[src/rtl/mouse_pkg.sv]
// Shared definitions for the mouse-domain to game-domain crossing.
// POS_W           : default width of the x/y position buses.
// SYNC_STAGES_DEF : default flop count for toggle synchronisers.
// mouse_snap_t    : one coherent mouse snapshot, also used by the receiver.
package mouse_pkg;

  localparam int unsigned POS_W           = 12;
  localparam int unsigned SYNC_STAGES_DEF = 2;

  typedef struct packed {
    logic [POS_W-1:0] x;
    logic [POS_W-1:0] y;
    logic             left;
    logic             click;
  } mouse_snap_t;

endpackage

[src/rtl/sync_ff.sv]
// N-stage single-bit synchroniser with synchronous active-high reset.
// Ports:
//   clk : destination clock
//   rst : synchronous reset, clears every stage to 0
//   d   : asynchronous input bit
//   q   : synchronised output, Stages cycles behind d
module sync_ff #(
  parameter int unsigned Stages = 2
) (
  input  logic clk,
  input  logic rst,
  input  logic d,
  output logic q
);

  logic [Stages-1:0] sync_q;

  always_ff @(posedge clk) begin
    if (rst) begin
      sync_q <= '0;
    end else begin
      sync_q <= {sync_q[Stages-2:0], d};
    end
  end

  assign q = sync_q[Stages-1];

endmodule

[src/rtl/mouse_cdc_tx.sv]
// Source half of a toggle req/ack handshake that moves mouse state from the
// mouse clock domain to the game clock domain. A snapshot is launched when the
// inputs differ from the held outputs or a press is pending; the snapshot and
// req_toggle_out then stay frozen until the synchronised ack matches req.
// Ports:
//   clk, rst         : mouse-domain clock, synchronous active-high reset
//   xpos_in/ypos_in  : raw position from MouseCtl
//   mouse_left_in    : raw left-button level
//   ack_toggle_in    : ack toggle from the destination (asynchronous)
//   xpos_out/ypos_out/mouse_left_out : held snapshot
//   click_out        : a press edge occurred since the previous snapshot
//   req_toggle_out   : request toggle to the destination
//   busy             : a transfer is awaiting its ack
module mouse_cdc_tx #(
  parameter int unsigned POS_W       = mouse_pkg::POS_W,
  parameter int unsigned SYNC_STAGES = mouse_pkg::SYNC_STAGES_DEF
) (
  input  logic             clk,
  input  logic             rst,
  input  logic [POS_W-1:0] xpos_in,
  input  logic [POS_W-1:0] ypos_in,
  input  logic             mouse_left_in,
  input  logic             ack_toggle_in,
  output logic [POS_W-1:0] xpos_out,
  output logic [POS_W-1:0] ypos_out,
  output logic             mouse_left_out,
  output logic             click_out,
  output logic             req_toggle_out,
  output logic             busy
);

  import mouse_pkg::*;

  typedef enum logic {StIdle, StWaitAck} state_e;

  state_e           state_q, state_d;
  logic [POS_W-1:0] x_q, x_d, y_q, y_d;
  logic             left_q, left_d, click_q, click_d;
  logic             req_q, req_d, busy_q, busy_d;
  logic             pend_q, pend_d;
  logic             prev_left_q;
  logic             ack_sync;
  logic             press;
  logic             dirty;

  sync_ff #(
    .Stages(SYNC_STAGES)
  ) u_ack_sync (
    .clk(clk),
    .rst(rst),
    .d  (ack_toggle_in),
    .q  (ack_sync)
  );

  assign press = mouse_left_in & ~prev_left_q;
  assign dirty = (xpos_in != x_q) | (ypos_in != y_q) | (mouse_left_in != left_q) |
                 pend_q | press;

  always_comb begin
    state_d = state_q;
    x_d     = x_q;
    y_d     = y_q;
    left_d  = left_q;
    click_d = click_q;
    req_d   = req_q;
    busy_d  = busy_q;
    // A press is remembered until some launch carries it out.
    pend_d  = pend_q | press;
    case (state_q)
      StIdle: begin
        if (dirty) begin
          x_d     = xpos_in;
          y_d     = ypos_in;
          left_d  = mouse_left_in;
          click_d = pend_q | press;
          pend_d  = 1'b0;
          req_d   = ~req_q;
          busy_d  = 1'b1;
          state_d = StWaitAck;
        end
      end
      StWaitAck: begin
        if (ack_sync == req_q) begin
          busy_d  = 1'b0;
          state_d = StIdle;
        end
      end
      default: state_d = StIdle;
    endcase
  end

  always_ff @(posedge clk) begin
    if (rst) begin
      state_q     <= StIdle;
      x_q         <= '0;
      y_q         <= '0;
      left_q      <= 1'b0;
      click_q     <= 1'b0;
      req_q       <= 1'b0;
      busy_q      <= 1'b0;
      pend_q      <= 1'b0;
      prev_left_q <= 1'b0;
    end else begin
      state_q     <= state_d;
      x_q         <= x_d;
      y_q         <= y_d;
      left_q      <= left_d;
      click_q     <= click_d;
      req_q       <= req_d;
      busy_q      <= busy_d;
      pend_q      <= pend_d;
      prev_left_q <= mouse_left_in;
    end
  end

  assign xpos_out       = x_q;
  assign ypos_out       = y_q;
  assign mouse_left_out = left_q;
  assign click_out      = click_q;
  assign req_toggle_out = req_q;
  assign busy           = busy_q;

endmodule

[config.mk]
export PLATFORM = sky130hd
export DESIGN_NAME = mouse_cdc_tx
export DESIGN_NICKNAME = d
export VERILOG_FILES = /design/src/rtl/mouse_pkg.sv /design/src/rtl/sync_ff.sv /design/src/rtl/mouse_cdc_tx.sv
export SDC_FILE = /design/constraint.sdc
export NUM_CORES = 1
export LEC_CHECK = 0
export BUFFER_PORTS_ARGS = -buffer_cell sky130_fd_sc_hd__buf_2
export CAP_MARGIN = 20
export CORE_ASPECT_RATIO = 1.25
export CORE_MARGIN = 2
export CORE_UTILIZATION = 39
export CTS_BUF_LIST = sky130_fd_sc_hd__clkbuf_8
export CTS_CLUSTER_DIAMETER = 30
export DETAILED_ROUTE_END_ITERATION = 8
export GPL_TIMING_DRIVEN = 0
export PLACE_DENSITY_LB_ADDON = 0.1
export SETUP_SLACK_MARGIN = 0.05
export SLEW_MARGIN = 20
export SYNTH_ARGS = -nofsm -noshare
export SYNTH_HDL_FRONTEND = slang
export SYNTH_HIERARCHICAL = 1
export SYNTH_SLANG_ARGS = --single-unit
[constraint.sdc]
create_clock -name clk -period 5.1 [get_ports clk]
set_input_delay 0 -clock clk [delete_from_list [all_inputs] [get_ports clk]]
set_output_delay 0 -clock clk [all_outputs]
set_load 0.005 [all_outputs]
**Word level (Yosys, flattened, before mapping)**

Cells that the tools add are included.

- Latch bits: 0
- Output and inout port bits: 28
- Memories kept: 0
- Word-level logic and storage cells: 35
- Memory bits (read-only): 0
- Memory bits (writable): 0
- Bits in registers: 33

- Bitwise logic cells: 9
- $mul: 0
- Div/mod/pow operators: 0
- Eq/ne operators: 6
- Add/sub/neg operators: 0
- Reductions and logical operators: 2
- Shift-type cells: 0
- Muxes and demuxes: 8
- Order comparisons: 0

Operators with widths:

| kind | count |
|---|---|
| inequality test 12 bit | 2 |
| two-way mux 1 bit | 6 |
| bitwise OR 1 bit | 5 |
| case mux 1 bit (2 select lines) | 2 |
| AND reduction 2 bit | 2 |
| inverter 1 bit | 3 |
| inequality test 2 x 1 -> 1 bit, second input constant | 1 |
| inequality test 2 bit, second input constant | 1 |
| AND 1 bit | 1 |
| == test 1 bit | 1 |
| inequality test 1 bit | 1 |

**Logic depth before layout (Yosys ltp)**

- Word-level depth: 7
- Depth in mapped cells: 6
- Mapped depth without buffers: 5

**Modules after synthesis**

Netlist, hierarchy kept.

By module, submodules not included:

| module | seq. area each (µm²) | instances | cells each | area each (µm²) |
|---|---|---|---|---|
| mouse_cdc_tx | 620.6 | 1 | 124 | 1382.6 |
| sync_ff | 40.0 | 1 | 4 | 52.6 |

**Worst setup path after synthesis**

OpenSTA, ideal clock, no wires.

- Kind: register -> register
- From: register x_q[10] (netlist: xpos_out[10])
- To: register left_q (netlist: mouse_left_out)
- Stages on the path, launching flop included: 7
- Data arrival time: 2.031 ns
- Clock period less this slack: 2.088 ns
- Buffers on the path: 1
- Setup slack: 3.012 ns
- Cells stage by stage: dfxtp_1 xor2_1 or4_1 or3b_4 o31ai_4 buf_6 a22o_2

- Word-level cells in the longest chain between the ends: 6

RTL lines:

| item | RTL line | text |
|---|---|---|
| start, declared | mouse_cdc_tx.sv:37 | `logic [POS_W-1:0] x_q, x_d, y_q, y_d;` |
| start signal, assigned | mouse_cdc_tx.sv:95 | `x_q <= '0;` |
| start signal, assigned | mouse_cdc_tx.sv:105 | `x_q <= x_d;` |
| inequality test 12 bit | mouse_cdc_tx.sv:56 | `assign dirty = (xpos_in != x_q) \| (ypos_in != y_q) \| (mouse_left_in != left_q) \|` |
| bitwise OR 1 bit (3 in a row) | mouse_cdc_tx.sv:56 |  |
| bitwise OR 1 bit | mouse_cdc_tx.sv:57 | `pend_q \| press;` |
| AND reduction 2 bit (no source line) | -- |  |
| end signal, assigned | mouse_cdc_tx.sv:107 | `left_q <= left_d;` |
| end, declared | mouse_cdc_tx.sv:38 | `logic left_q, left_d, click_q, click_d;` |

Every way passes these cells.
A chain may end at the register's enable or synchronous reset.

**Final worst setup path**

- From: register x_q[6] (netlist: xpos_out[6])
- To: register y_q[2] (netlist: ypos_out[2])

- Word-level cells in the longest chain between the ends: 6

RTL lines:

| item | RTL line | text |
|---|---|---|
| inequality test 12 bit | mouse_cdc_tx.sv:56 |  |
| bitwise OR 1 bit (3 in a row) | mouse_cdc_tx.sv:56 |  |
| bitwise OR 1 bit | mouse_cdc_tx.sv:57 |  |
| AND reduction 2 bit (no source line) | -- |  |
| end signal, assigned | mouse_cdc_tx.sv:106 | `y_q <= y_d;` |
| end, declared | mouse_cdc_tx.sv:37 |  |

Every way passes these cells.

==> impl_metrics.json <==
{
  "crit_arrival_ps": 2650,
  "min_path_type": "in2reg",
  "synth_cell_types": 25,
  "clock_skew_ps": 2.278,
  "wl_mm": 3.566,
  "drt_iter0_drc": 47,
  "yosys-mux-area-fraction_pct": 1.569,
  "crit_start": "xpos_out[6]$_SDFFE_PP0P_",
  "numPortBuffers": 55,
  "cts_sinks": 33,
  "yosys_warnings": 6,
  "synth_compound_area_share_pct": 21.71,
  "slew_viol_final": 0,
  "worst_pin_slew_ps": 866.9,
  "pre_cts_ws_ps": 2677,
  "antenna_found_initial": 0,
  "clock.fmax_ghz": 0.4129,
  "h-tree-depth": 2,
  "synth_seq_area_share_pct": 46.03,
  "root_buffer": "clkbuf_8",
  "r2r_start": "xpos_out[6]$_SDFFE_PP0P_",
  "io_pins": 56,
  "gp_congestion": 0.8521,
  "die_width_um": 58.26,
  "synth_area_leaders": "dfxtp_1 (46%), xor2_1 (15%), a22o_2 (14%)",
  "status": "complete, no violations",
  "numCtsBuffers": 5,
  "die_area_um2": 4184,
  "clk_latency_ps": 280,
  "final.fill_count": 310,
  "cts_buffer_depth": 2,
  "yosys.area_share.simple_pct": 12.21,
  "grt_max_degree": 12,
  "rsz0062_at_grt": "false",
  "synth_seq_cells": 33,
  "dp_hpwl_mm": 2.490,
  "worstPathCellList": "xor2_1 > a2111oi_0 > and4b_1 > a211oi_1 > clkbuf_1 > a22o_2",
  "yosys.area.top_type": "dfxtp_1",
  "synth-xor-area-share_pct": 15.87,
  "critPathLaunchType": "flip-flop",
  "setup_viol": 0,
  "hold_viol_final": 0,
  "drc": 0,
  "fin_nets": 245,
  "drv_cap": 0,
  "cp_max_fo": 10,
  "firstDrtPassIters": 4,
  "antenna_left": 0,
  "synth-adder-area-share_pct": 0,
  "period_share_pct": 47.49,
  "syn-num-nets": 156,
  "fin_ws_ps": 2678,
  "start_util_pct": 40.85,
  "synth_top_family_by_area": "compound AO/OA/AOI/OAI gates",
  "maxSlewHeadroom_pct": 41.86,
  "critPathSlowestCell": "a211oi_1",
  "min_period_ps": 2422,
  "layout_common_cells": "buf_2 (55), dfxtp_1 (33), dlygate4sd3_1 (27), xor2_1 (24), a22o_2 (20)",
  "first_global_vias": 1306,
  "setup.worst_path.end_class": "flip-flop",
  "gr-total-overflow": 0,
  "vias": 1305,
  "pwr_density_cell_nw_per_um2": 291.4,
  "post-cts-setup-buffers": 0,
  "fin_setup_tns_ps": 0,
  "peakVddDrop_mv": 0.2407,
  "dpl_cell_area_um2": 1759,
  "avgSynthCellArea_um2": 11.21,
  "synth_top_area_share_pct": 46.03,
  "grt_pass1_wl_mm": 5.761,
  "final_area_um2": 2116,
  "postSynthCellCount": 128,
  "vias_per_cell": 5.078,
  "layout_commonest_cell": "buf_2",
  "max_stage_delay_ps": 750,
  "p_leak_nw": 1.003,
  "cts_tree": "yes",
  "wl_per_cell_um": 13.88,
  "total_power_mw": 0.6166,
  "clk_pin_slew_ps": 70,
  "grt.total_usage_pct": 18.48,
  "ctsResizeCount": 0,
  "worstHoldStart": "rst",
  "syn_area_um2": 1435,
  "fp.dieH_um": 71.82,
  "area_growth_pct": 47.43,
  "drive_gt1_share_pct": 40.83,
  "antenna_cells": 0,
  "crit_required_ps": 5330,
  "row_count": 24,
  "criticalPathCategory": "reg2reg",
  "fp.coreArea_um2": 3513
}
==> worst max-delay path, delay by kind of cell, from the launching register on <==
family          cells  cell delay, ps
compound gates      3            1080
buf+inv             1             450
flops               1             380
xor+xnor            1             240
simple gates        1             220
==> sequential cells by signal, summed over array words and instances, names as in the netlist <==
signal	cells
ypos_out	12
prev_left_q	1
mouse_left_out	1
pend_q	1
req_toggle_out	1
busy	1
u_ack_sync/sync_q	2
state_q	1
xpos_out	12
click_out	1
==> layout make-up <==
class / instances / area, um2 / share of cell area, %
Buffer: 5 / 33.78 / 1.597
Clock buffer: 5 / 68.82 / 3.253
Clock inverter: 3 / 17.52 / 0.8279
Inverter: 1 / 3.754 / 0.1774
Multi-Input combinational cell: 89 / 737.0 / 34.83
Sequential cell: 33 / 660.6 / 31.22
Tap cell: 39 / 48.80 / 2.306
Timing Repair Buffer: 82 / 545.5 / 25.78
==> logic make-up after synthesis <==
group / count (synthesis)
XOR/XNOR: 26
AO/OA/AOI/OAI: 33
buffers and inverters: 6
AND/OR/NAND/NOR: 28
multiplexers: 2
flip-flops: 33
==> synth_stat cells <==
library cell and instances:
nor2b_1 6, a22o_2 20, nor2_1 4, a21o_1 1, a22o_1 5, a2111oi_0 1, a211oi_1 1, xnor2_1 2
and4_1 1, clkbuf_1 3, or4_1 1, o31ai_4 1, nor4_1 8, dfxtp_1 33, xor2_1 24, mux2_2 2
a21oi_1 3, nand2_1 3, and4b_1 1, or3b_4 1, nand2b_1 1, o21a_1 1, buf_6 2, nand4b_1 2
inv_1 1
==> path summary, 6_finish.rpt <==
check                                    endpoint  slack [ps]  cells past startpoint
hold reg to reg                 busy$_SDFFE_PP0P_         460                      2
hold / removal    u_ack_sync/sync_q[1]$_SDFF_PP0_         450                      3
setup / recovery         ypos_out[2]$_SDFFE_PP0P_        2680                      6
setup reg to reg         ypos_out[2]$_SDFFE_PP0P_        2680                      6
==> routing by layer <==
metal  vias up  GRT usage (%)  part of all wire, %
met3         5          6.859                  4.5
li1        653              -                    -
met1       610          20.34                   44
met2        37          31.19                   50
met5         -              0                    0
met4         0          8.527                  1.8
==> power breakdown <==
| part | switching [mW] | leakage [nW] | internal, mW |
|---|---|---|---|
| clock | 0.0975 | 0.0439 | 0.0940 |
| sequential | 0.0185 | 0.273 | 0.280 |
| combinational | 0.0550 | 0.685 | 0.0720 |
==> stage by stage <==
step	cells	hold WS (ps)	util, %
2_1_floorplan	128	71.61	-
3_3_place_gp	222	188.7	50.07
3_5_place_dp	222	191.2	50.07
4_1_cts	257	432.9	60.22
5_1_grt	257	435.7	60.22
6_report	257	446.8	60.22
==> repair_timing <==
action / CTS / global route
hold endpoints to repair: 27 / 0
hold buffers: 27 / 0
endpoints found under the setup margin: 0 / 0
No activity file was read; power rests on OpenSTA's default activity.
